==> src/rtl/fu_dispatch_ctrl.sv <==
// fu_dispatch_ctrl
// Decode-side issue controller for the functional-unit stage. Requests from
// decode are buffered in a 2-entry FIFO. The head entry is driven on the packed
// operand bus with a one-cycle start strobe (csr bit 0). The block then waits
// for the FU done status, captures result/status, and returns them to
// writeback over a valid/ready handshake. The head entry stays in the FIFO
// until its response handshake, so the occupancy count includes the in-flight
// request.
//
// Optional feature: define FU_TIMEOUT_EN to abort requests that see no done
// within TIMEOUT_CYC WAIT cycles. Aborts return result/status 0 with
// rsp_timeout = 1. Without the macro, WAIT waits forever and rsp_timeout is 0.
//
// Ports:
//   clk, reset            clock (rising edge), async active-low reset
//   req_valid/req_ready   decode request handshake (ready = FIFO not full)
//   req_a/b/op/csr        request payload (req_csr[0] ignored)
//   from_DE_to_FU         packed {a, b, op, csr} to the FU, zero when idle
//   from_FU_to_DE         packed {result, status}; status[0] = done
//   rsp_valid/rsp_ready   response handshake to writeback
//   rsp_result/status     captured FU output
//   rsp_timeout           response is an abort

`ifndef ALUDATABITS
`define ALUDATABITS 32
`endif
`ifndef ALUOPBITS
`define ALUOPBITS 4
`endif
`ifndef ALUCSRINBITS
`define ALUCSRINBITS 4
`endif
`ifndef ALUCSROUTBITS
`define ALUCSROUTBITS 4
`endif

module fu_dispatch_ctrl #(
  parameter int DATA_W      = `ALUDATABITS,
  parameter int OP_W        = `ALUOPBITS,
  parameter int CSRIN_W     = `ALUCSRINBITS,
  parameter int CSROUT_W    = `ALUCSROUTBITS,
  parameter int TIMEOUT_CYC = 255
) (
  input  logic                             clk,
  input  logic                             reset,
  input  logic                             req_valid,
  output logic                             req_ready,
  input  logic [DATA_W-1:0]                req_a,
  input  logic [DATA_W-1:0]                req_b,
  input  logic [OP_W-1:0]                  req_op,
  input  logic [CSRIN_W-1:0]               req_csr,
  output logic [2*DATA_W+OP_W+CSRIN_W-1:0] from_DE_to_FU,
  input  logic [DATA_W+CSROUT_W-1:0]       from_FU_to_DE,
  output logic                             rsp_valid,
  input  logic                             rsp_ready,
  output logic [DATA_W-1:0]                rsp_result,
  output logic [CSROUT_W-1:0]              rsp_status,
  output logic                             rsp_timeout
);

  typedef struct packed {
    logic [DATA_W-1:0]  a;
    logic [DATA_W-1:0]  b;
    logic [OP_W-1:0]    op;
    logic [CSRIN_W-1:0] csr;
  } req_t;

  typedef enum logic [1:0] {S_IDLE, S_ISSUE, S_WAIT, S_RESP} state_t;

  state_t              r_state, w_state_nxt;
  req_t                r_mem [2];
  logic                r_wr_ptr, r_rd_ptr;
  logic [1:0]          r_count, w_count_nxt;
  logic                w_push, w_pop, w_done, w_timeout;
  req_t                w_req_in, w_head, w_bus;
  logic [DATA_W-1:0]   w_fu_result;
  logic [CSROUT_W-1:0] w_fu_status;
  logic [DATA_W-1:0]   r_result;
  logic [CSROUT_W-1:0] r_status;
  logic                r_timeout;

  assign w_fu_result = from_FU_to_DE[DATA_W+CSROUT_W-1:CSROUT_W];
  assign w_fu_status = from_FU_to_DE[CSROUT_W-1:0];

  // ---------------- FIFO ----------------
  assign req_ready   = (r_count < 2'd2);
  assign w_push      = req_valid & req_ready;
  assign w_pop       = (r_state == S_RESP) & rsp_ready;
  assign w_count_nxt = r_count + {1'b0, w_push} - {1'b0, w_pop};

  // Start bit is owned here: store csr with bit 0 cleared, set it only in ISSUE.
  assign w_req_in = {req_a, req_b, req_op, req_csr & ~CSRIN_W'(1)};

  always_ff @(posedge clk) begin
    if (w_push) r_mem[r_wr_ptr] <= w_req_in;
  end

  always_ff @(posedge clk or negedge reset) begin
    if (!reset) begin
      r_wr_ptr <= 1'b0;
      r_rd_ptr <= 1'b0;
      r_count  <= 2'd0;
    end else begin
      if (w_push) r_wr_ptr <= ~r_wr_ptr;
      if (w_pop)  r_rd_ptr <= ~r_rd_ptr;
      r_count <= w_count_nxt;
    end
  end

  // ---------------- timeout ----------------
`ifdef FU_TIMEOUT_EN
  localparam int TCNT_W = ($clog2(TIMEOUT_CYC + 1) > 8) ? $clog2(TIMEOUT_CYC + 1) : 8;
  logic [TCNT_W-1:0] r_tcnt;

  // r_tcnt holds the number of WAIT cycles already completed, so the
  // TIMEOUT_CYC-th WAIT cycle is the one where it reads TIMEOUT_CYC-1.
  always_ff @(posedge clk or negedge reset) begin
    if (!reset)                 r_tcnt <= '0;
    else if (r_state != S_WAIT) r_tcnt <= '0;
    else                        r_tcnt <= r_tcnt + TCNT_W'(1);
  end

  // Done wins over a coincident timeout.
  assign w_timeout = (r_state == S_WAIT) && !w_fu_status[0] &&
                     (r_tcnt == TCNT_W'(TIMEOUT_CYC - 1));
`else
  logic w_unused_tcyc;
  assign w_unused_tcyc = (TIMEOUT_CYC != 0);
  assign w_timeout     = 1'b0;
`endif

  // Done is only meaningful in WAIT; a done seen during ISSUE is stale.
  assign w_done = (r_state == S_WAIT) && w_fu_status[0];

  // ---------------- FSM ----------------
  always_ff @(posedge clk or negedge reset) begin
    if (!reset) r_state <= S_IDLE;
    else        r_state <= w_state_nxt;
  end

  always_comb begin
    w_state_nxt = r_state;
    case (r_state)
      S_IDLE:  if (r_count != 2'd0) w_state_nxt = S_ISSUE;
      S_ISSUE: w_state_nxt = S_WAIT;
      S_WAIT:  if (w_done || w_timeout) w_state_nxt = S_RESP;
      S_RESP:  if (rsp_ready) w_state_nxt = (w_count_nxt != 2'd0) ? S_ISSUE : S_IDLE;
      default: w_state_nxt = S_IDLE;
    endcase
  end

  // ---------------- response capture ----------------
  always_ff @(posedge clk or negedge reset) begin
    if (!reset) begin
      r_result  <= '0;
      r_status  <= '0;
      r_timeout <= 1'b0;
    end else if (w_done) begin
      r_result  <= w_fu_result;
      r_status  <= w_fu_status;
      r_timeout <= 1'b0;
    end else if (w_timeout) begin
      r_result  <= '0;
      r_status  <= '0;
      r_timeout <= 1'b1;
    end
  end

  // ---------------- outputs ----------------
  always_comb begin
    w_bus  = '0;
    w_head = r_mem[r_rd_ptr];
    if (r_state == S_ISSUE || r_state == S_WAIT) begin
      w_bus        = w_head;
      w_bus.csr[0] = (r_state == S_ISSUE);
    end
  end

  assign from_DE_to_FU = w_bus;
  assign rsp_valid     = (r_state == S_RESP);
  assign rsp_result    = r_result;
  assign rsp_status    = r_status;
  assign rsp_timeout   = r_timeout;

endmodule

==> config.mk <==
export PLATFORM = sky130hd
export DESIGN_NAME = fu_dispatch_ctrl
export DESIGN_NICKNAME = d
export VERILOG_FILES = /design/src/rtl/fu_dispatch_ctrl.sv
export SDC_FILE = /design/constraint.sdc
export NUM_CORES = 1
export LEC_CHECK = 0
export CORE_ASPECT_RATIO = 1.4
export CORE_MARGIN = 3
export CORE_UTILIZATION = 43
export CTS_BUF_LIST = sky130_fd_sc_hd__clkbuf_8
export DETAILED_ROUTE_END_ITERATION = 10
export PLACE_DENSITY = 0.83
export RECOVER_POWER = 50
export SYNTH_ARGS = -nofsm -noshare
export SYNTH_HDL_FRONTEND = slang
export SYNTH_SLANG_ARGS = --single-unit
==> constraint.sdc <==
create_clock -name clk -period 4.3 [get_ports clk]
set_input_delay 1.29 -clock clk [delete_from_list [all_inputs] [get_ports clk]]
set_output_delay 1.29 -clock clk [all_outputs]
set_load 0.02 [all_outputs]
==> impl_metrics.xml <==
<?xml version="1.0" encoding="UTF-8"?>
<metrics>
  <group name="global_routing">
    <metric name="grt_start_max_net_pins" unit="">53</metric>
    <metric name="global_route_wire_length_before_repair" unit="µm">23750</metric>
    <metric name="grt.overflow.total" unit="">0</metric>
    <metric name="grt_pass1_vias" unit="">4573</metric>
    <metric name="grt_antenna_before_repair" unit="">4</metric>
    <metric name="globalRouteTotalUtil" unit="%">16.55</metric>
  </group>
  <group name="synth">
    <metric name="synth_compound_area_share" unit="%">0.3208</metric>
    <metric name="syn-instance-count" unit="">413</metric>
    <metric name="dominantRegCellSynth" unit="">sky130_fd_sc_hd__edfxtp_1</metric>
    <metric name="syn_area_per_cell" unit="µm²">17.94</metric>
    <metric name="synth_top_family_by_area" unit="">multiplexers</metric>
    <metric name="synth_enable_flop_cells" unit="">142</metric>
    <metric name="synth.ff_latch_count" unit="">184</metric>
    <metric name="synth_xor_area_share" unit="%">0.5740</metric>
    <metric name="yosys.area_share.simple" unit="%">7.277</metric>
    <metric name="synth.top_cell.area_share" unit="%">57.54</metric>
    <metric name="ys_top_cells_by_area" unit="">sky130_fd_sc_hd__edfxtp_1 (58%), sky130_fd_sc_hd__dfrtp_1 (14%), sky130_fd_sc_hd__mux2i_1 (9.6%), sky130_fd_sc_hd__nor2b_1 (6.0%), sky130_fd_sc_hd__mux2_4 (5.9%)</metric>
    <metric name="yosysMostFrequentCell" unit="">sky130_fd_sc_hd__edfxtp_1</metric>
    <metric name="ys_async_rst_share" unit="%">22.83</metric>
    <metric name="synth_fp_nets" unit="">532</metric>
    <metric name="synth_cell_type_count" unit="">30</metric>
    <metric name="most_instantiated_cells_after_synthesis" unit="">sky130_fd_sc_hd__edfxtp_1 (142), sky130_fd_sc_hd__mux2i_1 (71), sky130_fd_sc_hd__nor2b_1 (71)</metric>
    <metric name="yosys_warnings" unit="">0</metric>
    <metric name="syn-cell-area" unit="mm²">0.007411</metric>
    <metric name="synth_adder_area_share" unit="%">1.182</metric>
    <metric name="yosysSeqAreaShare" unit="%">71.72</metric>
    <metric name="fraction_of_synthesized_area_in_multiplexers" unit="%">16.53</metric>
    <metric name="synth_top_area_cell" unit="">sky130_fd_sc_hd__edfxtp_1</metric>
  </group>
  <group name="routing">
    <metric name="ant_nets" unit="">0</metric>
    <metric name="detailedRoute.firstIterationViolations" unit="">185</metric>
    <metric name="num_vias" unit="">4181</metric>
    <metric name="detail_route.drc_violations" unit="">0</metric>
    <metric name="wl" unit="µm">15460</metric>
    <metric name="wl_per_cell" unit="µm">18.02</metric>
    <metric name="drt-pass1-iter-count" unit="">4</metric>
    <metric name="vias_per_cell" unit="">4.873</metric>
  </group>
  <group name="die">
    <metric name="die_height" unit="µm">161.3</metric>
    <metric name="initial_standard_cell_utilization_of_the_core" unit="%">44.07</metric>
    <metric name="top_level_ports" unit="">223</metric>
    <metric name="die_width" unit="µm">117.0</metric>
    <metric name="fp.dieArea" unit="mm²">0.01887</metric>
    <metric name="rows" unit="">56</metric>
    <metric name="coreArea" unit="mm²">0.01682</metric>
  </group>
  <group name="sta">
    <metric name="slew-limit-headroom" unit="%">-46.81</metric>
    <metric name="timing_hold_violations_final" unit="">0</metric>
    <metric name="worst_slew_pin_tran" unit="ns">2.202</metric>
    <metric name="final.setup.tns" unit="ns">0</metric>
    <metric name="finalCritPeriodShare" unit="%">93.60</metric>
    <metric name="fmax" unit="MHz">248.5</metric>
    <metric name="report.final.slew_viol_count" unit="">109</metric>
    <metric name="setup_repair_after_global_routing_missed_its_margin" unit="">no</metric>
    <metric name="worst_hold_slack" unit="ns">0.4817</metric>
    <metric name="period_minus_slack" unit="ns">4.025</metric>
    <metric name="finClkSkew" unit="ns">0.01013</metric>
    <metric name="report.final.setup_viol" unit="">0</metric>
  </group>
  <group name="finish">
    <metric name="layout-area-overhead-vs-synth" unit="%">36.21</metric>
    <metric name="footprint_of_the_flip_flops_and_latches" unit="mm²">0.005319</metric>
    <metric name="n_fill_cell" unit="">1272</metric>
    <metric name="nNetsFinal" unit="">757</metric>
    <metric name="final_layout_size_suffix_gt1_share" unit="%">8.602</metric>
    <metric name="multiInputGateArea" unit="mm²">0.001839</metric>
  </group>
  <group name="setup_path">
    <metric name="timing_worst_setup_path_type" unit="">reg -&gt; out</metric>
    <metric name="worstPathMaxFanout" unit="">52</metric>
    <metric name="timing.reg2reg.setup_slack" unit="ns">1.75</metric>
    <metric name="cp_data_required_time" unit="ns">3.01</metric>
    <metric name="setup.worst_path.start_class" unit="">flip-flop</metric>
    <metric name="critPathArrivalTime" unit="ns">2.73</metric>
    <metric name="reg_to_reg_critical_path_startpoint" unit="">r_state[0]</metric>
    <metric name="critPathCaptureType" unit="">primary output</metric>
    <metric name="slowest_stage" unit="">sky130_fd_sc_hd__clkdlybuf4s50_1</metric>
    <metric name="crit_path_max_incr_delay" unit="ns">0.65</metric>
    <metric name="startpoint" unit="">r_state[0]</metric>
    <metric name="cell_breakdown_of_the_critical_path" unit="">inv_1 -&gt; ha_2 -&gt; buf_12 -&gt; nor2b_1 -&gt; clkdlybuf4s50_1</metric>
  </group>
  <group name="clock_network">
    <metric name="cts-buffers-inserted" unit="">17</metric>
    <metric name="cts_root_buf" unit="">sky130_fd_sc_hd__clkbuf_8</metric>
    <metric name="maximum_number_of_buffers_from_clock_root_to_sink" unit="">2</metric>
    <metric name="clock_insertion_delay_worst_skew" unit="ns">0.44</metric>
    <metric name="ctsHoldBuffers" unit="">0</metric>
    <metric name="cts_resized" unit="">0</metric>
    <metric name="clock_tree_from_tritoncts" unit="">yes</metric>
    <metric name="total_number_of_h_tree_levels" unit="">4</metric>
    <metric name="numClockSinks" unit="">184</metric>
    <metric name="cts.clk_slew.worst_paths" unit="ns">0.09</metric>
    <metric name="post-cts-setup-buffers" unit="">0</metric>
  </group>
  <group name="worst_hold_path">
    <metric name="hp-start" unit="">rsp_status[0]</metric>
    <metric name="worst_hold_path_type" unit="">reg -&gt; reg</metric>
  </group>
  <group name="job">
    <metric name="max_cap_violations" unit="">3</metric>
  </group>
  <group name="run_status">
    <metric name="result_of_the_run" unit="">finished with violations</metric>
    <metric name="failing_checks" unit="">max-capacitance violations, max-slew violations</metric>
  </group>
  <group name="place">
    <metric name="port_buffers" unit="">220</metric>
    <metric name="place.detailed.hpwl" unit="µm">10920</metric>
    <metric name="place_congestion" unit="">0.6918</metric>
  </group>
  <group name="power_and_ir_drop">
    <metric name="power-per-cell-area" unit="mW/mm²">767.1</metric>
    <metric name="ir_worst_vdd" unit="µV">465.3</metric>
    <metric name="total_leakage_power" unit="nW">3.801</metric>
  </group>
</metrics>
[critical path, delay by kind of cell, from the launching register on]
kind                       cells  cell delay [ns]
buffers and inverters          3             1.03
DFF                            1             0.45
adders and majority gates      1             0.60
and+or+nand+nor                1             0.19
[layer usage]
layer	wire length, µm	part of all wire (%)	GRT usage, %
met5	13	0.084	0
met4	179	1.2	5.529
met3	1096	7.1	5.885
met2	8089	52	28.79
met1	6079	39	18.66
[worst paths after layout]
check / cells past startpoint / end
max reg2reg: 4 / rsp_result[3]
min in group asynchronous: 1 / rsp_result[13]
min reg2reg: 1 / rsp_status[0]
max in group asynchronous: 1 / r_rd_ptr
min: 1 / rsp_status[0]
max: 5 / from_DE_to_FU[14]
[flip-flops by register name, summed over array words and instances, names as in the netlist]
| register | count |
|---|---|
| rsp_status | 4 |
| r_mem | 142 |
| r_rd_ptr | 1 |
| r_wr_ptr | 1 |
| rsp_result | 32 |
| r_count | 2 |
| r_state | 2 |
[area by class of cell]
class,instances,area share [%]
Antenna cell,4,0.09916
Tap cell,203,2.516
Sequential cell,184,52.69
Clock inverter,15,1.475
Timing Repair Buffer,226,22.53
Clock buffer,17,2.318
Multi-Input combinational cell,205,18.22
Inverter,4,0.1487
[power by group]
group | internal, W | leakage [nW] | switching, W | total, W
logic | 0.00197 | 1.79 | 0.00197 | 0.00394
clock network | 0.000523 | 0.213 | 0.000613 | 0.00114
registers | 0.00241 | 1.80 | 0.000255 | 0.00267
total | 0.00490 | 3.80 | 0.00284 | 0.00774
[cells by family after synthesis]
kind of cell,after synthesis
DFF,184
other,1
adders and majority gates,7
AOI/OAI and AO/OA,2
and+or+nand+nor,85
xor gates and xnor gates,3
buffers and inverters,24
muxes,107
[metrics by stage]
step | util [%] | std cells | total power (W) | setup slack (ns) | instance area [µm²]
after floorplan | - | 413 | 0.005044 | 0.6348 | 7413
after global placement | 58.30 | 822 | 0.006722 | 0.8229 | 9804
after detailed placement | 58.30 | 822 | 0.006828 | 0.7140 | 9804
after CTS | 60.58 | 854 | 0.007997 | 0.1859 | 10190
after global routing | 60.00 | 856 | 0.008164 | 0.06704 | 10090
final | 60.03 | 858 | 0.007744 | 0.2752 | 10090
[placed cells by master (no fill, tap or decap), types with 2 or more instances in the layout]
master	instances
sky130_fd_sc_hd__clkbuf_1	2
sky130_fd_sc_hd__dfrtp_1	41
sky130_fd_sc_hd__nand2_1	2
sky130_fd_sc_hd__ha_1	6
sky130_fd_sc_hd__bufinv_16	2
sky130_fd_sc_hd__inv_1	7
sky130_fd_sc_hd__mux2i_1	71
sky130_fd_sc_hd__mux2_4	7
sky130_fd_sc_hd__edfxtp_1	142
sky130_fd_sc_hd__buf_4	2
sky130_fd_sc_hd__mux2_2	7
sky130_fd_sc_hd__buf_12	3
sky130_fd_sc_hd__dlygate4sd3_1	73
sky130_fd_sc_hd__nor2b_1	71
sky130_fd_sc_hd__clkbuf_8	17
sky130_fd_sc_hd__mux2_1	22
sky130_fd_sc_hd__nor4_1	2
sky130_fd_sc_hd__clkdlybuf4s50_1	146
sky130_fd_sc_hd__inv_6	3
sky130_fd_sc_hd__diode_2	4
sky130_fd_sc_hd__inv_4	5
sky130_fd_sc_hd__nor2_1	2
Note: power is estimated with default switching activity, not from simulation.
